===== src/rtl/pipe_ctrl_pkg.sv =====
`default_nettype none
// ============================================================================
// Package     : pipe_pkg
// Description : Shared constants and types for the Y86-64 pipeline control
//               unit: instruction codes, stage status codes, register "none"
//               encoding and the run/halt state enumeration.
// Revision    : 1.0  initial release
// ============================================================================
package pipe_pkg;

    // Y86-64 instruction codes
    localparam logic [3:0] c_I_HALT   = 4'h0;
    localparam logic [3:0] c_I_NOP    = 4'h1;
    localparam logic [3:0] c_I_RRMOVQ = 4'h2;
    localparam logic [3:0] c_I_IRMOVQ = 4'h3;
    localparam logic [3:0] c_I_RMMOVQ = 4'h4;
    localparam logic [3:0] c_I_MRMOVQ = 4'h5;
    localparam logic [3:0] c_I_OPQ    = 4'h6;
    localparam logic [3:0] c_I_JXX    = 4'h7;
    localparam logic [3:0] c_I_CALL   = 4'h8;
    localparam logic [3:0] c_I_RET    = 4'h9;
    localparam logic [3:0] c_I_PUSHQ  = 4'hA;
    localparam logic [3:0] c_I_POPQ   = 4'hB;

    // Register id meaning "no register"
    localparam logic [3:0] c_RNONE    = 4'hF;

    // Stage status codes
    localparam logic [2:0] c_STAT_AOK = 3'd1;
    localparam logic [2:0] c_STAT_HLT = 3'd2;
    localparam logic [2:0] c_STAT_ADR = 3'd3;
    localparam logic [2:0] c_STAT_INS = 3'd4;

    // Run/halt controller states
    typedef enum logic [1:0] {
        S_IDLE = 2'd0,
        S_RUN  = 2'd1,
        S_HALT = 2'd2
    } state_e;

endpackage : pipe_pkg
`default_nettype wire


===== src/rtl/pipe_ctrl_hazard_detect.sv =====
`default_nettype none
// ============================================================================
// Module      : hazard_detect
// Description : Purely combinational hazard detection for the five-stage
//               Y86-64 pipeline. Derives the load/use, ret-in-flight and
//               mispredict terms and the stage stall/bubble controls that
//               apply while the core is running.
// Ports       : i_D_icode, i_d_srcA, i_d_srcB  - decode stage view
//               i_E_icode, i_E_dstM, i_e_Cnd   - execute stage view
//               i_M_icode, i_m_stat            - memory stage view
//               i_W_stat                       - write-back status
//               o_loaduse, o_retp, o_misp      - raw hazard terms
//               o_exc_m, o_exc_w               - exception status flags
//               o_*_stall / o_*_bubble         - run-mode stage controls
// Revision    : 1.0  initial release
// ============================================================================
module hazard_detect
    import pipe_pkg::*;
#(
    parameter int STAT_W = 3
) (
    input  logic [3:0]        i_D_icode,
    input  logic [3:0]        i_d_srcA,
    input  logic [3:0]        i_d_srcB,
    input  logic [3:0]        i_E_icode,
    input  logic [3:0]        i_E_dstM,
    input  logic              i_e_Cnd,
    input  logic [3:0]        i_M_icode,
    input  logic [STAT_W-1:0] i_m_stat,
    input  logic [STAT_W-1:0] i_W_stat,
    output logic              o_loaduse,
    output logic              o_retp,
    output logic              o_misp,
    output logic              o_exc_m,
    output logic              o_exc_w,
    output logic              o_F_stall,
    output logic              o_D_stall,
    output logic              o_W_stall,
    output logic              o_D_bubble,
    output logic              o_E_bubble,
    output logic              o_M_bubble
);

    function automatic logic f_exc(input logic [STAT_W-1:0] s);
        return (s == STAT_W'(c_STAT_HLT)) ||
               (s == STAT_W'(c_STAT_ADR)) ||
               (s == STAT_W'(c_STAT_INS));
    endfunction

    logic w_e_is_load;

    always_comb begin
        w_e_is_load = (i_E_icode == c_I_MRMOVQ) || (i_E_icode == c_I_POPQ);

        // A load whose destination is "none" cannot feed decode, even if a
        // decode source also reads as "none".
        o_loaduse   = w_e_is_load && (i_E_dstM != c_RNONE) &&
                      ((i_E_dstM == i_d_srcA) || (i_E_dstM == i_d_srcB));

        o_retp      = (i_D_icode == c_I_RET) || (i_E_icode == c_I_RET) ||
                      (i_M_icode == c_I_RET);
        o_misp      = (i_E_icode == c_I_JXX) && !i_e_Cnd;
        o_exc_m     = f_exc(i_m_stat);
        o_exc_w     = f_exc(i_W_stat);

        o_F_stall   = o_loaduse | o_retp;
        o_D_stall   = o_loaduse;
        // Load/use wins on D: the loading instruction's consumer is held
        // rather than squashed while a ret is also in flight.
        o_D_bubble  = o_misp | (!o_loaduse & o_retp);
        o_E_bubble  = o_misp | o_loaduse;
        // Keep memory side-effects out once any exception is in the tail.
        o_M_bubble  = o_exc_m | o_exc_w;
        o_W_stall   = o_exc_w;
    end

endmodule : hazard_detect
`default_nettype wire


===== src/rtl/pipe_ctrl.sv =====
`default_nettype none
// ============================================================================
// Module      : pipe_ctrl
// Description : Pipeline control unit for the five-stage Y86-64 core. Wraps
//               the combinational hazard detector with an IDLE/RUN/HALT
//               controller that gates core start and freezes the pipeline
//               once an exception status retires, plus optional performance
//               counters.
// Ports       : clk, rst_n (async active-low), start (one-cycle pulse)
//               D_icode, d_srcA, d_srcB, E_icode, E_dstM, e_Cnd, M_icode,
//               m_stat, W_stat                     - hazard inputs
//               F_stall, D_stall, W_stall          - hold stage registers
//               D_bubble, E_bubble, M_bubble       - inject nop
//               running, halted, final_stat        - controller status
//               cycle_cnt, lu_cnt, mp_cnt, ret_cnt - performance counters
// Config      : define PIPE_CTRL_PERF_EN to build the performance counters;
//               otherwise the counter outputs are constant zero.
// Revision    : 1.0  initial release
// ============================================================================
module pipe_ctrl
    import pipe_pkg::*;
#(
    parameter int STAT_W = 3,
    parameter int CNT_W  = 32
) (
    input  logic              clk,
    input  logic              rst_n,
    input  logic              start,
    input  logic [3:0]        D_icode,
    input  logic [3:0]        d_srcA,
    input  logic [3:0]        d_srcB,
    input  logic [3:0]        E_icode,
    input  logic [3:0]        E_dstM,
    input  logic              e_Cnd,
    input  logic [3:0]        M_icode,
    input  logic [STAT_W-1:0] m_stat,
    input  logic [STAT_W-1:0] W_stat,
    output logic              F_stall,
    output logic              D_stall,
    output logic              W_stall,
    output logic              D_bubble,
    output logic              E_bubble,
    output logic              M_bubble,
    output logic              running,
    output logic              halted,
    output logic [STAT_W-1:0] final_stat,
    output logic [CNT_W-1:0]  cycle_cnt,
    output logic [CNT_W-1:0]  lu_cnt,
    output logic [CNT_W-1:0]  mp_cnt,
    output logic [CNT_W-1:0]  ret_cnt
);

    // ------------------------------------------------------------------
    // Hazard detection
    // ------------------------------------------------------------------
    logic w_loaduse;
    logic w_retp;
    logic w_misp;
    logic w_exc_m;
    logic w_exc_w;
    logic w_F_stall_run;
    logic w_D_stall_run;
    logic w_W_stall_run;
    logic w_D_bubble_run;
    logic w_E_bubble_run;
    logic w_M_bubble_run;

    hazard_detect #(
        .STAT_W (STAT_W)
    ) u_hazard_detect (
        .i_D_icode  (D_icode),
        .i_d_srcA   (d_srcA),
        .i_d_srcB   (d_srcB),
        .i_E_icode  (E_icode),
        .i_E_dstM   (E_dstM),
        .i_e_Cnd    (e_Cnd),
        .i_M_icode  (M_icode),
        .i_m_stat   (m_stat),
        .i_W_stat   (W_stat),
        .o_loaduse  (w_loaduse),
        .o_retp     (w_retp),
        .o_misp     (w_misp),
        .o_exc_m    (w_exc_m),
        .o_exc_w    (w_exc_w),
        .o_F_stall  (w_F_stall_run),
        .o_D_stall  (w_D_stall_run),
        .o_W_stall  (w_W_stall_run),
        .o_D_bubble (w_D_bubble_run),
        .o_E_bubble (w_E_bubble_run),
        .o_M_bubble (w_M_bubble_run)
    );

    // ------------------------------------------------------------------
    // Run/halt controller
    // ------------------------------------------------------------------
    state_e              r_state;
    logic                r_armed;
    logic                r_running;
    logic                r_halted;
    logic [STAT_W-1:0]   r_final_stat;

    // r_armed is low for the first edge after reset release, so a start
    // pulse overlapping the reset-release cycle never launches the core.
    always_ff @(posedge clk or negedge rst_n) begin
        if (!rst_n) begin
            r_state      <= S_IDLE;
            r_armed      <= 1'b0;
            r_running    <= 1'b0;
            r_halted     <= 1'b0;
            r_final_stat <= STAT_W'(c_STAT_AOK);
        end else begin
            r_armed <= 1'b1;
            case (r_state)
                S_IDLE: begin
                    if (start && r_armed) begin
                        r_state   <= S_RUN;
                        r_running <= 1'b1;
                    end
                end
                S_RUN: begin
                    if (w_exc_w) begin
                        r_state      <= S_HALT;
                        r_running    <= 1'b0;
                        r_halted     <= 1'b1;
                        r_final_stat <= W_stat;
                    end
                end
                S_HALT: begin
                    // Sticky until reset.
                end
                default: begin
                    r_state   <= S_IDLE;
                    r_running <= 1'b0;
                    r_halted  <= 1'b0;
                end
            endcase
        end
    end

    assign running    = r_running;
    assign halted     = r_halted;
    assign final_stat = r_final_stat;

    // ------------------------------------------------------------------
    // Stage control selection. The controls follow the state register
    // combinationally, so an asynchronous reset forces the IDLE hold
    // values without waiting for a clock.
    // ------------------------------------------------------------------
    always_comb begin
        F_stall  = 1'b1;
        D_stall  = 1'b1;
        W_stall  = 1'b1;
        D_bubble = 1'b0;
        E_bubble = 1'b0;
        M_bubble = 1'b0;
        case (r_state)
            S_RUN: begin
                F_stall  = w_F_stall_run;
                D_stall  = w_D_stall_run;
                W_stall  = w_W_stall_run;
                D_bubble = w_D_bubble_run;
                E_bubble = w_E_bubble_run;
                M_bubble = w_M_bubble_run;
            end
            S_HALT: begin
                M_bubble = 1'b1;
            end
            default: begin
                // IDLE: hold fetch, decode and write-back.
            end
        endcase
    end

    // ------------------------------------------------------------------
    // Performance counters
    // ------------------------------------------------------------------
`ifdef PIPE_CTRL_PERF_EN
    logic [CNT_W-1:0] r_cycle_cnt;
    logic [CNT_W-1:0] r_lu_cnt;
    logic [CNT_W-1:0] r_mp_cnt;
    logic [CNT_W-1:0] r_ret_cnt;
    logic             w_cnt_en;
    logic             w_unused_exc_m;

    assign w_cnt_en       = (r_state == S_RUN);
    assign w_unused_exc_m = w_exc_m;

    // Counters wrap naturally at 2^CNT_W.
    always_ff @(posedge clk or negedge rst_n) begin
        if (!rst_n) begin
            r_cycle_cnt <= '0;
            r_lu_cnt    <= '0;
            r_mp_cnt    <= '0;
            r_ret_cnt   <= '0;
        end else if (w_cnt_en) begin
            r_cycle_cnt <= r_cycle_cnt + CNT_W'(1);
            if (w_loaduse) begin
                r_lu_cnt <= r_lu_cnt + CNT_W'(1);
            end
            if (w_misp) begin
                r_mp_cnt <= r_mp_cnt + CNT_W'(1);
            end
            // Ret cycles shadowed by a load/use stall are not counted.
            if (w_retp && !w_loaduse) begin
                r_ret_cnt <= r_ret_cnt + CNT_W'(1);
            end
        end
    end

    assign cycle_cnt = r_cycle_cnt;
    assign lu_cnt    = r_lu_cnt;
    assign mp_cnt    = r_mp_cnt;
    assign ret_cnt   = r_ret_cnt;
`else
    // The raw hazard terms only feed the counters.
    logic w_unused_terms;
    assign w_unused_terms = ^{w_loaduse, w_retp, w_misp, w_exc_m};

    assign cycle_cnt = '0;
    assign lu_cnt    = '0;
    assign mp_cnt    = '0;
    assign ret_cnt   = '0;
`endif

endmodule : pipe_ctrl
`default_nettype wire

===== config.mk =====
export PLATFORM = sky130hd
export DESIGN_NAME = pipe_ctrl
export DESIGN_NICKNAME = d
export VERILOG_FILES = /design/src/rtl/pipe_ctrl_pkg.sv /design/src/rtl/pipe_ctrl_hazard_detect.sv /design/src/rtl/pipe_ctrl.sv
export SDC_FILE = /design/constraint.sdc
export NUM_CORES = 1
export LEC_CHECK = 0
export ABC_AREA = 0
export BUFFER_PORTS_ARGS = -buffer_cell sky130_fd_sc_hd__clkbuf_2
export CORE_MARGIN = 4
export CORE_UTILIZATION = 35
export CTS_CLUSTER_DIAMETER = 120
export CTS_CLUSTER_SIZE = 14
export DETAILED_ROUTE_END_ITERATION = 10
export PLACE_DENSITY = 0.82
export SLEW_MARGIN = 20
export SYNTH_ARGS = -nofsm -noshare
export SYNTH_HDL_FRONTEND = slang
export SYNTH_SLANG_ARGS = --single-unit

===== constraint.sdc =====
create_clock -name clk -period 2.55 [get_ports clk]
set_clock_uncertainty 0.2 [all_clocks]
set_input_delay 0.51 -clock clk [delete_from_list [all_inputs] [get_ports clk]]
set_output_delay 0.51 -clock clk [all_outputs]
set_load 0.01 [all_outputs]

# Word-level counts from Yosys, hierarchy flattened
# Cells that the tools add are included.
# word_totals
output_inout_bits	139
input_bits	34
wordCells	64
reg_bits	8
# classes
mux	14
eq_ne	19
n_reduce_logical	19
bitwise	7
# op_table
cell	count
$eq A4 B4 Y1 const B	4
$eq A3 B2 Y1 const B	4
$eq A4 B3 Y1 const B	2
$eq A4 B4 Y1	2
$logic_or A1 B1 Y1	8
$mux W1	8
$eq A3 B3 Y1 const B	2
$pmux W2 S3	1
$logic_and A1 B1 Y1	4
$mux W2	2
$ne A2 B2 Y1 const B	2
$ne A4 B4 Y1 const B	1
$or A1 B1 Y1	4
$pmux W1 S2	2
$reduce_and A2 Y1	2
$pmux W1 S3	1
$reduce_and A3 Y1	1
$eq A2 B1 Y1 const B	1
$eq A2 B2 Y1 const B	1
$logic_not A1 Y1	2
$logic_not A2 Y1	1
$not A1 Y1	2
$reduce_or A2 Y1	1
$and A1 B1 Y1	1

# Depth between registers and ports, before layout
# Gate-level depths: netlist (run 1).
# logic_depth
depth_word	8
ltp_mapped	7
depth_no_buf	6

# Hierarchy
# A second synthesis (run 1) with hierarchy kept.
# hier_totals
hier_cells	196
area_unflattened_um2	1611.5
# modules_own_cells
mod	cells_each	seq_area_each_um2	n_inst	area_per_inst_um2
pipe_ctrl	162	176.4	1	1352.5
hazard_detect	34	0.0	1	259.0

# Least setup slack after synthesis (run 1)
# Ideal clock, no wire load.
# synth_path
path_type	register -> output
startpoint	register r_state[0]
endpoint	output port D_bubble
arrival_ns	1.410
stages_incl_launch_ff	6
slack_ns	0.430
cell_sequence	dfrtp_1 > ha_1 > clkbuf_1 > and3_1 > o41ai_1 > nor2_1
# synth_between
elab_chain_cells	2
# synth_rtl
element	line_no	text
start: declaration	pipe_ctrl.sv:96	state_e r_state;
start signal: assignment	pipe_ctrl.sv:106	r_state <= S_IDLE;
start signal: assignment	pipe_ctrl.sv:116	r_state <= S_RUN;
start signal: assignment	pipe_ctrl.sv:122	r_state <= S_HALT;
$eq A2 B1 Y1	pipe_ctrl.sv:156	case (r_state)
$mux W1	pipe_ctrl.sv:156	
end: declaration	pipe_ctrl.sv:41	output logic D_bubble,
# No other way between the ends.

# Worst setup path after layout (run 1)
# layout_path
startpoint	input port E_dstM[1]
endpoint	output port E_bubble
# layout_between
elab_chain_cells	5
word_cells_on_any_way	8
classes_between	eq/ne (3); mux (1); bitwise (1); reduce/logical (3)
# layout_rtl
element	line_no	text
start: declaration	pipe_ctrl.sv:33	input logic [3:0] E_dstM,
$ne A4 B4 Y1 / $eq A4 B4 Y1 (equally long branches)	pipe_ctrl_hazard_detect.sv:57, pipe_ctrl_hazard_detect.sv:58	
$logic_and A1 B1 Y1 / $logic_or A1 B1 Y1 (equally long branches)	pipe_ctrl_hazard_detect.sv:57, pipe_ctrl_hazard_detect.sv:58	
$logic_and A1 B1 Y1 *	pipe_ctrl_hazard_detect.sv:57	o_loaduse = w_e_is_load && (i_E_dstM != c_RNONE) &&
$or A1 B1 Y1 *	pipe_ctrl_hazard_detect.sv:71	o_E_bubble = o_misp | o_loaduse;
$mux W1 *	pipe_ctrl.sv:156	
end: declaration	pipe_ctrl.sv:42	output logic E_bubble,
# Every way passes the cells marked *; elsewhere a longest branch is shown, timed or not.

==> tab_implementation.tex, run 1 <==
\begin{tabular}{lr}
\hline
Metric & Value \\
\hline
\multicolumn{2}{l}{\textbf{Status}} \\
\quad Run status & completed \\
\multicolumn{2}{l}{\textbf{Clocking}} \\
\quad Clock-pin transition on the worst setup and hold timing paths & 0.04 ns \\
\quad Number of hold-repair buffers added at the cts stage & 1 \\
\quad Clock buffers created by TritonCTS & 3 \\
\quad Clock insertion delay at the later pin of the skew report & 0.22 ns \\
\quad Number of instances resized during post-cts repair & 0 \\
\quad Number of buffers on the longest clock path & 2 \\
\quad Maximum level of the CTS H-tree & 1 \\
\quad Clock tree root driver cell & sky130\_fd\_sc\_hd\_\_clkbuf\_8 \\
\quad Clock tree from TritonCTS & yes \\
\quad \# Post-CTS Setup Buffers & 0 \\
\quad Sinks on Clock Net & 7 \\
\multicolumn{2}{l}{\textbf{Drt}} \\
\quad Average wire per cell in the routed design & 9.09 um \\
\quad Number of vias in the routed layout & 1011 \\
\quad DRC errors left & 0 \\
\quad Routed Antenna Nets & 0 \\
\quad Length of the first detailed-routing pass in iterations & 2 \\
\quad Via density & 3.39 \\
\quad DRC violation total after the first TritonRoute iteration & 5 \\
\quad Final Routed Wirelength & 2.71 mm \\
\multicolumn{2}{l}{\textbf{Yosys}} \\
\quad Async SR Flop Fraction & 1.00 \\
\quad Average footprint of a synthesized cell & 8.01 um2 \\
\quad Cell type with the highest aggregate area in the netlist & sky130\_fd\_sc\_hd\_\_buf\_4 \\
\quad Top cell type's share of synthesized area & 0.606 \\
\quad Count of different cell masters after synthesis & 34 \\
\quad Synth Cell Area & 1590 um2 \\
\quad Top FF cell, synth & sky130\_fd\_sc\_hd\_\_dfrtp\_1 \\
\quad Instance count of the mapped netlist & 198 \\
\quad Share of the yosys chip area belonging to registers & 0.111 \\
\quad Number of flops mapped to enable cells by yosys & 0 \\
\quad Flip-flop and latch count after synthesis & 7 \\
\quad Largest cells by area after synthesis & sky130\_fd\_sc\_hd\_\_buf\_4, sky130\_fd\_sc\_hd\_\_dfrtp\_1, sky130\_fd\_sc\_hd\_\_xor2\_1 \\
\quad Yosys warning count & 0 \\
\multicolumn{2}{l}{\textbf{Timing}} \\
\quad Setup tns final & 0 ns \\
\quad Post-route clock period utilization & 0.913 \\
\quad Max Slew Vio Count & 0 \\
\quad Number of failing setup endpoints in the final timing report & 0 \\
\quad Final critical path time including I/O delays and setup & 2.33 ns \\
\quad Final hold vios & 0 \\
\quad Unrepaired setup endpoints after global routing & false \\
\quad Highest achievable clock rate & 429 MHz \\
\multicolumn{2}{l}{\textbf{Worst setup path}} \\
\quad Data arrival time of the critical path & 1.62 ns \\
\quad Critical register-to-register path startpoint & r\_state[1]\$\_DFFE\_PN0P\_ \\
\quad Launching element of the worst setup path & E\_dstM[1] \\
\quad Worst-path fanout max & 3 \\
\quad Required time of the worst setup path & 1.84 ns \\
\quad Startpoint type of the worst setup path & primary input \\
\quad Setup crit end kind & primary output \\
\quad Crit path kind & primary input to primary output \\
\multicolumn{2}{l}{\textbf{Global route}} \\
\quad Largest net degree at the start of global routing & 11 \\
\quad Initial antenna violation count & 0 \\
\quad Total grt overflow & 0 \\
\quad Global-route wire length before repair & 3.22 mm \\
\quad Global-route total usage across every layer & 0.0732 \\
\quad Via count of the first global-routing pass & 783 \\
\multicolumn{2}{l}{\textbf{Placed design}} \\
\quad Placer Congestion & 0.830 \\
\quad Port Buffer Count & 44 \\
\quad Post-detailed-placement half-perimeter wirelength & 2.53 mm \\
\multicolumn{2}{l}{\textbf{Die}} \\
\quad Die height & 75.3 um \\
\quad Number of core rows & 24 \\
\quad Total Die Area & 5670 um2 \\
\quad Core Area & 4380 um2 \\
\quad Number of top-level pins & 173 \\
\quad Initial core utilization & 0.362 \\
\quad Horiz. Die Dim & 75.3 um \\
\multicolumn{2}{l}{\textbf{Cells and area}} \\
\quad \# nets final & 284 \\
\quad Fraction of final layout cells sized beyond drive strength 1 & 0.211 \\
\quad Number of antenna repair diodes & 0 \\
\quad Synth-to-layout area growth & -8.83\% \\
\multicolumn{2}{l}{\textbf{Worst hold path}} \\
\quad Worst min-delay path category & register to register \\
\quad Hold Crit Start & halted\$\_DFFE\_PN0P\_ \\
\multicolumn{2}{l}{\textbf{Run}} \\
\quad \# Max-Cap Violations & 0 \\
\multicolumn{2}{l}{\textbf{Power}} \\
\quad Power density of the placed cells & 520 nW/um2 \\
\quad Leakage dissipation & 0.924 nW \\
\quad Total power & 0.752 mW \\
\quad Largest vdd supply drop & 0.000405 V \\
\hline
\end{tabular}
[power breakdown]
group | switching [mW] | total (mW) | internal (mW)
registers | 0.0245 | 0.179 | 0.155
logic | 0.265 | 0.420 | 0.154
clock network | 0.0451 | 0.153 | 0.108
[per-stage QoR]
stage / cell area (um2) / util / hold WS [ns] / instances / setup WS [ns]
after global routing: 1450 / 0.330 / 0.316 / 298 / 0.0852
after floorplan: 2060 / - / 0.0144 / 325 / 0.430
after global placement: 1390 / 0.317 / 0.149 / 293 / 0.241
after CTS: 1450 / 0.330 / 0.320 / 298 / 0.188
final: 1450 / 0.330 / 0.306 / 298 / 0.222
after detailed placement: 1390 / 0.317 / 0.149 / 293 / 0.200
[worst max-delay path, cell delays in order]
cell and delay, ns:
sky130_fd_sc_hd__clkbuf_2 0.11, sky130_fd_sc_hd__xor2_1 0.16, sky130_fd_sc_hd__nor4_1 0.36, sky130_fd_sc_hd__o21a_1 0.22, sky130_fd_sc_hd__a21o_1 0.12, sky130_fd_sc_hd__clkbuf_2 0.12
[synth_stat cells (2+ instances only)]
cell type                  instances
sky130_fd_sc_hd__nand2_1           3
sky130_fd_sc_hd__conb_1            2
sky130_fd_sc_hd__dfrtp_1           6
sky130_fd_sc_hd__xor2_1            9
sky130_fd_sc_hd__mux2_1            3
sky130_fd_sc_hd__inv_1             4
sky130_fd_sc_hd__nor4bb_1          4
sky130_fd_sc_hd__a21oi_1           5
sky130_fd_sc_hd__nor4_1            2
sky130_fd_sc_hd__ha_1              3
sky130_fd_sc_hd__o21a_1            3
sky130_fd_sc_hd__buf_4           128
sky130_fd_sc_hd__o211a_1           2
sky130_fd_sc_hd__nor2_1            4
[area by class of cell]
class | instances | area [um2]
Fill cell | 470 | 2940
Sequential cell | 7 | 176
Multi-Input combinational cell | 185 | 907
Timing Repair Buffer | 46 | 238
Clock buffer | 4 | 45.0
Inverter | 4 | 15.0
Tap cell | 52 | 65.1
[path summary, 6_finish.rpt]
check                                             to  slack (ns)  cells after the start
max                                         E_bubble        0.22                      6
min                               halted$_DFFE_PN0P_        0.31                      1
max reg2reg                   r_state[1]$_DFFE_PN0P_        0.66                      6
min reg2reg                       halted$_DFFE_PN0P_        0.31                      1
max in group asynchronous  final_stat[0]$_DFFE_PN1P_        1.48                      2
min in group asynchronous          r_armed$_DFF_PN0_        0.44                      2
[layout by cell type (no fill, tap or decap), types with 3 or more instances in the layout]
cell	count
sky130_fd_sc_hd__a21oi_1	5
sky130_fd_sc_hd__clkbuf_2	44
sky130_fd_sc_hd__clkbuf_8	3
sky130_fd_sc_hd__conb_1	129
sky130_fd_sc_hd__dfrtp_1	6
sky130_fd_sc_hd__ha_1	3
sky130_fd_sc_hd__inv_1	4
sky130_fd_sc_hd__mux2_1	3
sky130_fd_sc_hd__nand2_1	3
sky130_fd_sc_hd__nor2_1	4
sky130_fd_sc_hd__nor4bb_1	4
sky130_fd_sc_hd__o21a_1	3
sky130_fd_sc_hd__xor2_1	9
[routing by layer]
layer  GRT usage  vias to the layer above  wire length, um  part of all wire
li1            -                      475                -                 -
met2       0.132                       89             1450              0.54
met5           0                        -                0                 0
met3      0.0211                        4              437              0.16
met4      0.0233                        0               20            0.0074
met1      0.0823                      443              797              0.29
[flip-flops by register name, indices dropped and copies added, names as in the netlist]
signal and count:
r_state 2, halted 1, final_stat 3, r_armed 1
[cell families after synthesis]
logic type	count (synthesis)	synth area share
compound gates	16	0.0678
xor+xnor	9	0.0497
fa+ha+maj	3	0.0237
buf+inv	133	0.618
flops	7	0.111
mux	3	0.0213
other cells	2	0.00473
simple gates	25	0.104
No activity file was read; power rests on OpenSTA's default activity.
==> run 2, diff against run 1 <==
--- a/config.mk
+++ b/config.mk
@@ -13,6 +13,7 @@
 export CTS_CLUSTER_SIZE = 14
 export DETAILED_ROUTE_END_ITERATION = 10
 export PLACE_DENSITY = 0.82
+export REMOVE_ABC_BUFFERS = 1
 export SLEW_MARGIN = 20
 export SYNTH_ARGS = -nofsm -noshare
 export SYNTH_HDL_FRONTEND = slang
==> constraint.sdc (replaced) <==
create_clock -name clk -period 2.55 [get_ports clk]
set_clock_uncertainty 0.2 [all_clocks]
set_input_delay 0.3825 -clock clk [delete_from_list [all_inputs] [get_ports clk]]
set_output_delay 0.3825 -clock clk [all_outputs]
set_load 0.01 [all_outputs]
==> run 2 against run 1 <==
Net effect: global-route usage rose by 0.97 points; power up 3.0%; non-clock buffer count did not move; register-to-register slack got worse by 0.09 ns; highest routed layer unchanged; critical path type is now register to primary output; worst setup slack better by 0.13 ns.
==> tab_implementation.tex, run 2 (synthesized netlist as in run 1, its figures left out) <==
\begin{tabular}{lr}
\hline
Metric & Value \\
\hline
\multicolumn{2}{l}{\textbf{Status}} \\
\quad Run status & completed \\
\multicolumn{2}{l}{\textbf{Clocking}} \\
\quad Number of buffers on the longest clock path & 2 (unchanged) \\
\quad Number of hold-repair buffers added at the cts stage & 1 (unchanged) \\
\quad Maximum level of the CTS H-tree & 1 (unchanged) \\
\quad Clock insertion delay at the later pin of the skew report & 0.23 ns (about the same) \\
\quad Clock tree from TritonCTS & yes \\
\quad \# Post-CTS Setup Buffers & 0 (unchanged) \\
\quad Number of instances resized during post-cts repair & 0 (unchanged) \\
\quad Clock buffers created by TritonCTS & 3 (unchanged) \\
\quad Clock-pin transition on the worst setup and hold timing paths & 0.04 ns (about the same) \\
\quad Sinks on Clock Net & 7 (unchanged) \\
\quad Clock tree root driver cell & sky130\_fd\_sc\_hd\_\_clkbuf\_8 \\
\multicolumn{2}{l}{\textbf{Cells and area}} \\
\quad Number of non-filler instances in the completed layout & 298 (unchanged) \\
\quad Most frequent standard cell in the layout excluding fill and tap cells & sky130\_fd\_sc\_hd\_\_conb\_1 \\
\quad Final core area utilization & 0.330 (unchanged) \\
\quad Number of flip-flops under the largest register name & 3 (unchanged) \\
\quad Number of antenna repair diodes & 0 (unchanged) \\
\quad Commonest cells after routing, fill and taps aside & sky130\_fd\_sc\_hd\_\_conb\_1, sky130\_fd\_sc\_hd\_\_clkbuf\_2, sky130\_fd\_sc\_hd\_\_xor2\_1, sky130\_fd\_sc\_hd\_\_dfrtp\_1, sky130\_fd\_sc\_hd\_\_a21oi\_1 \\
\quad \# nets final & 284 (unchanged) \\
\quad Count of filler cells inserted in the layout & 494 (+5.1\%) \\
\quad Fraction of final layout cells sized beyond drive strength 1 & 0.211 (unchanged) \\
\quad Synth-to-layout area growth & -8.83\% (unchanged) \\
\multicolumn{2}{l}{\textbf{Die}} \\
\quad Initial core utilization & 0.362 (unchanged) \\
\quad Die height & 75.3 um (unchanged) \\
\quad Number of top-level pins & 173 (unchanged) \\
\quad Core Area & 4380 um2 (unchanged) \\
\quad Number of core rows & 24 (unchanged) \\
\quad Horiz. Die Dim & 75.3 um (unchanged) \\
\quad Total Die Area & 5670 um2 (unchanged) \\
\multicolumn{2}{l}{\textbf{Worst setup path}} \\
\quad Required time of the worst setup path & 1.97 ns (+0.13 ns) \\
\quad Crit path kind & register to primary output \\
\quad Critical-path cell list & inv\_1 > ha\_1 > and3\_1 > o41ai\_1 > nor2\_1 > clkbuf\_2 \\
\quad CP max-delay cell & sky130\_fd\_sc\_hd\_\_dfrtp\_1 \\
\quad Delay of the slowest cell on the worst path & 0.38 ns (+0.02 ns) \\
\quad Setup crit end kind & primary output \\
\quad Worst-path fanout max & 3 (unchanged) \\
\quad Startpoint type of the worst setup path & register \\
\quad Depth of the most critical reg-to-reg path & 6 (unchanged) \\
\quad Data arrival time of the critical path & 1.62 ns (about the same) \\
\multicolumn{2}{l}{\textbf{Drt}} \\
\quad Length of the first detailed-routing pass in iterations & 2 (unchanged) \\
\quad Number of vias in the routed layout & 1048 (+3.7\%) \\
\quad Average wire per cell in the routed design & 10.2 um (+12\%) \\
\quad DRC violation total after the first TritonRoute iteration & 6 (+1) \\
\quad Routed Antenna Nets & 0 (unchanged) \\
\quad Final Routed Wirelength & 3.04 mm (+12\%) \\
\quad Via density & 3.52 (+3.7\%) \\
\quad DRC errors left & 0 (unchanged) \\
\multicolumn{2}{l}{\textbf{Placed design}} \\
\quad Placer Congestion & 0.660 (-21\%) \\
\quad Post-detailed-placement half-perimeter wirelength & 2.78 mm (+10\%) \\
\quad Post-Place Cells & 293 (unchanged) \\
\quad Port Buffer Count & 44 (unchanged) \\
\quad Worst slack, placed & 0.481 ns (+0.281 ns) \\
\multicolumn{2}{l}{\textbf{Timing}} \\
\quad Relative slew slack & 0.673 \\
\quad Max Slew Vio Count & 0 (unchanged) \\
\quad Highest achievable clock rate & 454 MHz (+5.7\%) \\
\quad Unrepaired setup endpoints after global routing & false \\
\quad Setup tns final & 0 ns (unchanged) \\
\quad Final critical path time including I/O delays and setup & 2.20 ns (-0.126 ns) \\
\quad Minimum setup slack in the final design & 0.348 ns (+0.126 ns) \\
\quad Final hold vios & 0 (unchanged) \\
\quad Post-route clock period utilization & 0.864 (-0.0494) \\
\quad Number of failing setup endpoints in the final timing report & 0 (unchanged) \\
\quad Actual transition at the worst max-transition pin & 0.484 ns \\
\multicolumn{2}{l}{\textbf{Worst hold path}} \\
\quad Worst min-delay path category & primary input to register \\
\quad Worst hold path depth & 2 (+1) \\
\multicolumn{2}{l}{\textbf{Global route}} \\
\quad Total grt overflow & 0 (unchanged) \\
\quad Initial antenna violation count & 0 (unchanged) \\
\quad Largest net degree at the start of global routing & 11 (unchanged) \\
\quad Global-route wire length before repair & 3.52 mm (+9.2\%) \\
\quad Via count of the first global-routing pass & 804 (+2.7\%) \\
\quad Global-route total usage across every layer & 0.0829 (+0.00975) \\
\multicolumn{2}{l}{\textbf{Power}} \\
\quad Power density of the placed cells & 535 nW/um2 (+3.0\%) \\
\quad Leakage dissipation & 0.924 nW (unchanged) \\
\quad Total power & 0.774 mW (+3.0\%) \\
\quad Largest vdd supply drop & 0.000327 V (-19\%) \\
\multicolumn{2}{l}{\textbf{Run}} \\
\quad \# Max-Cap Violations & 0 (unchanged) \\
\hline
\end{tabular}
## run 2: path summary, 6_finish.rpt
path | startpoint | to | slack (ns)
worst min register to register | halted$_DFFE_PN0P_ | halted$_DFFE_PN0P_ | 0.30
worst max-delay path | r_state[1]$_DFFE_PN0P_ | D_bubble | 0.35
max in group asynchronous | rst_n | final_stat[0]$_DFFE_PN1P_ | 1.59
worst min-delay path | W_stat[1] | final_stat[2]$_DFFE_PN0P_ | 0.27
min in group asynchronous | rst_n | halted$_DFFE_PN0P_ | 0.32
worst max register to register | r_state[1]$_DFFE_PN0P_ | r_state[1]$_DFFE_PN0P_ | 0.57
## run 2: layout make-up
class	instances	area, um2	area share
flip-flops and latches	7	176	0.122
repair buffers	46	238	0.164
well taps	52	65.1	0.0450
multi-input cells	185	907	0.627
inverters	4	15.0	0.0104
clock buffers	4	45.0	0.0311
## run 2: metal layers
metal,vias to the layer above,wire [um],track usage
met5,-,0,0
met4,0,48,0.0466
met3,5,439,0.00792
met2,93,1640,0.160
met1,473,913,0.0861
li1,477,-,-
## run 2: power breakdown
group	leakage (nW)	switching [mW]	internal (mW)
Clock	0.0228	0.0540	0.109
Sequential	0.0840	0.0274	0.155
Combinational	0.817	0.274	0.155
Total	0.924	0.356	0.418
## run 2: per-stage QoR
stage | instance area (um2) | hold slack (ns)
3_5_place_dp | 1390 | 0.0351
6_report | 1450 | 0.265
5_1_grt | 1450 | 0.290
3_3_place_gp | 1390 | 0.0276
4_1_cts | 1450 | 0.260
2_1_floorplan | 1100 | -0.113
## run 2: worst max-delay path, delay by kind of cell, from the launching register on
kind                     cells  cell delay, ns
adder cells (fa/ha/maj)      1            0.20
buffers and inverters        2            0.21
AO/OA/AOI/OAI                1            0.35
AND/OR/NAND/NOR              2            0.23
flip-flops                   1            0.38
==> run 3, diff against run 2 <==
--- a/config.mk
+++ b/config.mk
@@ -8,11 +8,11 @@
 export ABC_AREA = 0
 export BUFFER_PORTS_ARGS = -buffer_cell sky130_fd_sc_hd__clkbuf_2
 export CORE_MARGIN = 4
-export CORE_UTILIZATION = 35
+export CORE_UTILIZATION = 32
 export CTS_CLUSTER_DIAMETER = 120
 export CTS_CLUSTER_SIZE = 14
 export DETAILED_ROUTE_END_ITERATION = 10
-export PLACE_DENSITY = 0.82
+export PLACE_DENSITY = 0.79
 export REMOVE_ABC_BUFFERS = 1
 export SLEW_MARGIN = 20
 export SYNTH_ARGS = -nofsm -noshare
==> constraint.sdc (replaced) <==
create_clock -name clk -period 1.98 [get_ports clk]
set_clock_uncertainty 0.2 [all_clocks]
set_input_delay 0.297 -clock clk [delete_from_list [all_inputs] [get_ports clk]]
set_output_delay 0.297 -clock clk [all_outputs]
set_load 0.01 [all_outputs]
==> run 3 against run 2 <==
Net effect: worst setup slack got worse by 0.28 ns; critical endpoint unchanged; highest routed layer unchanged; sequential share of layout area decreased by 0.80 points; non-clock buffer count increased by 6; cell area increased by 7.0%; count of clock-buffer cells in the layout unchanged; sequential power increased by 28%; clock power increased by 28%; final cell count increased by 7.0%; largest power group unchanged; largest cell class unchanged; critical path depth decreased by 1; critical path type unchanged.
==> tab_implementation.tex, run 3 (synthesized netlist as in run 1, its figures left out) <==
\begin{tabular}{lr}
\hline
Metric & Value \\
\hline
\multicolumn{2}{l}{\textbf{Drt}} \\
\quad Via density & 3.28 (-6.8\%) \\
\quad Number of vias in the routed layout & 1046 (-0.19\%) \\
\quad DRC errors left & 0 (unchanged) \\
\quad Routed Antenna Nets & 0 (unchanged) \\
\quad DRC violation total after the first TritonRoute iteration & 5 (-1) \\
\quad Length of the first detailed-routing pass in iterations & 4 (+2) \\
\quad Average wire per cell in the routed design & 9.21 um (-9.8\%) \\
\quad Final Routed Wirelength & 2.94 mm (-3.5\%) \\
\multicolumn{2}{l}{\textbf{Die}} \\
\quad Initial core utilization & 0.334 (-0.0282) \\
\quad Core Area & 4750 um2 (+8.4\%) \\
\quad Horiz. Die Dim & 78.4 um (+4.1\%) \\
\quad Total Die Area & 6150 um2 (+8.4\%) \\
\quad Die height & 78.4 um (+4.1\%) \\
\quad Number of top-level pins & 173 (unchanged) \\
\quad Number of core rows & 25 (+4.2\%) \\
\multicolumn{2}{l}{\textbf{Cells and area}} \\
\quad Most frequent standard cell in the layout excluding fill and tap cells & sky130\_fd\_sc\_hd\_\_conb\_1 \\
\quad Fraction of final layout cells sized beyond drive strength 1 & 0.254 (+0.0426) \\
\quad Number of antenna repair diodes & 0 (unchanged) \\
\quad Final core area utilization & 0.326 (-0.00438) \\
\quad Number of flip-flops under the largest register name & 3 (unchanged) \\
\quad Synth-to-layout area growth & -2.45\% \\
\quad Non-Filler Cell Area, Final & 1550 um2 (+7.0\%) \\
\quad \# nets final & 290 (+2.1\%) \\
\quad Number of non-filler instances in the completed layout & 319 (+7.0\%) \\
\quad Commonest cells after routing, fill and taps aside & sky130\_fd\_sc\_hd\_\_conb\_1, sky130\_fd\_sc\_hd\_\_clkbuf\_2, sky130\_fd\_sc\_hd\_\_xor2\_1, sky130\_fd\_sc\_hd\_\_buf\_4, sky130\_fd\_sc\_hd\_\_dfrtp\_1 \\
\multicolumn{2}{l}{\textbf{Timing}} \\
\quad Number of failing setup endpoints in the final timing report & 0 (unchanged) \\
\quad Unrepaired setup endpoints after global routing & true \\
\quad Final critical path time including I/O delays and setup & 1.91 ns \\
\quad Highest achievable clock rate & 523 MHz \\
\quad Post-route clock period utilization & 0.966 \\
\quad Worst hold slack across all endpoints & 0.176 ns (-0.0889 ns) \\
\quad Max Slew Vio Count & 0 (unchanged) \\
\quad Final hold vios & 0 (unchanged) \\
\multicolumn{2}{l}{\textbf{Global route}} \\
\quad Global-route total usage across every layer & 0.0788 (-0.00417) \\
\quad Largest net degree at the start of global routing & 11 (unchanged) \\
\quad Initial antenna violation count & 0 (unchanged) \\
\quad Global-route wire length before repair & 3.86 mm (+9.6\%) \\
\quad Total grt overflow & 0 (unchanged) \\
\quad Via count of the first global-routing pass & 867 (+7.8\%) \\
\multicolumn{2}{l}{\textbf{Clocking}} \\
\quad Clock tree from TritonCTS & yes \\
\quad Maximum level of the CTS H-tree & 1 (unchanged) \\
\quad Sinks on Clock Net & 7 (unchanged) \\
\quad Number of buffers on the longest clock path & 2 (unchanged) \\
\quad Clock-pin transition on the worst setup and hold timing paths & 0.04 ns (about the same) \\
\quad Clock buffers created by TritonCTS & 3 (unchanged) \\
\quad Clock tree root driver cell & sky130\_fd\_sc\_hd\_\_clkbuf\_8 \\
\quad Clock insertion delay at the later pin of the skew report & 0.23 ns (about the same) \\
\multicolumn{2}{l}{\textbf{Worst hold path}} \\
\quad Worst min-delay path category & primary input to register \\
\multicolumn{2}{l}{\textbf{Placed design}} \\
\quad DP Area & 1430 um2 (+2.4\%) \\
\quad Port Buffer Count & 44 (unchanged) \\
\quad Post-detailed-placement half-perimeter wirelength & 2.71 mm (-2.6\%) \\
\quad Placer Congestion & 0.644 (-2.5\%) \\
\quad Post-Place Cells & 310 (+5.8\%) \\
\multicolumn{2}{l}{\textbf{Worst setup path}} \\
\quad Required time of the worst setup path & 1.48 ns (-0.49 ns) \\
\quad Startpoint type of the worst setup path & register \\
\quad Worst-path fanout max & 2 (-1) \\
\quad Data arrival time of the critical path & 1.42 ns (-0.20 ns) \\
\quad Crit path kind & register to primary output \\
\quad Setup crit end kind & primary output \\
\multicolumn{2}{l}{\textbf{Power}} \\
\quad Power density of the placed cells & 666 nW/um2 (+25\%) \\
\quad Largest vdd supply drop & 0.000604 V (+85\%) \\
\quad Leakage dissipation & 0.961 nW (+4.1\%) \\
\multicolumn{2}{l}{\textbf{Status}} \\
\quad Run status & completed \\
\multicolumn{2}{l}{\textbf{Run}} \\
\quad \# Max-Cap Violations & 0 (unchanged) \\
\hline
\end{tabular}
==> run 3: where the power goes <==
| group | switching, mW | total [mW] | internal (mW) |
|---|---|---|---|
| combinational | 0.355 | 0.589 | 0.234 |
| sequential | 0.0339 | 0.233 | 0.199 |
| clock | 0.0690 | 0.209 | 0.140 |
| total | 0.458 | 1.03 | 0.573 |
==> run 3: stage by stage <==
stage          worst slack [ns]  TNS [ns]  power (mW)
5_1_grt                 -0.0240   -0.0427        1.13
2_1_floorplan             0.153         0       0.584
6_report                 0.0668         0        1.03
4_1_cts                0.000257         0        1.01
3_5_place_dp            0.00257         0       0.767
3_3_place_gp             0.0713         0       0.752
==> run 3: final timing paths <==
| path | depth (start not counted) | endpoint | start | slack, ns |
|---|---|---|---|---|
| setup / recovery | 5 | D_bubble | r_state[0]$_DFFE_PN0P_ | 0.07 |
| hold / removal | 3 | final_stat[0]$_DFFE_PN1P_ | W_stat[0] | 0.18 |
| setup reg to reg | 5 | r_state[1]$_DFFE_PN0P_ | r_state[0]$_DFFE_PN0P_ | 0.18 |
| hold reg to reg | 1 | halted$_DFFE_PN0P_ | halted$_DFFE_PN0P_ | 0.30 |
| max in group asynchronous | 2 | final_stat[0]$_DFFE_PN1P_ | rst_n | 1.10 |
| min in group asynchronous | 2 | r_armed$_DFF_PN0_ | rst_n | 0.24 |
==> run 3: layout make-up <==
type	count	area, um2
multi-input combinational	185	945
fill	519	3210
tap	67	83.8
timing repair buffer	52	283
inverter	4	15.0
sequential	7	176
clock buffer	4	45.0
==> run 3: timing repair <==
action | CTS | global route
pin swaps | 2 | 3
hold buffers | 1 | 0
buffers inserted | 2 | 2
resized for setup | 3 | 5
hold endpoints to repair | 7 | 0
setup endpoints to repair | 1 | 6
==> run 3: critical path: stages (launching register included) <==
cell	delay [ns]
sky130_fd_sc_hd__dfrtp_1	0.40
sky130_fd_sc_hd__ha_4	0.17
sky130_fd_sc_hd__and3_4	0.14
sky130_fd_sc_hd__o41ai_2	0.26
sky130_fd_sc_hd__nor2_1	0.06
sky130_fd_sc_hd__buf_2	0.15
==> run 3: layer usage <==
| layer | up-vias | global-route usage | wire length, um |
|---|---|---|---|
| li1 | 485 | - | - |
| met1 | 468 | 0.0686 | 810 |
| met2 | 90 | 0.163 | 1660 |
| met3 | 3 | 0.0172 | 429 |
| met4 | 0 | 0.0420 | 40 |
| met5 | - | 0 | 0 |
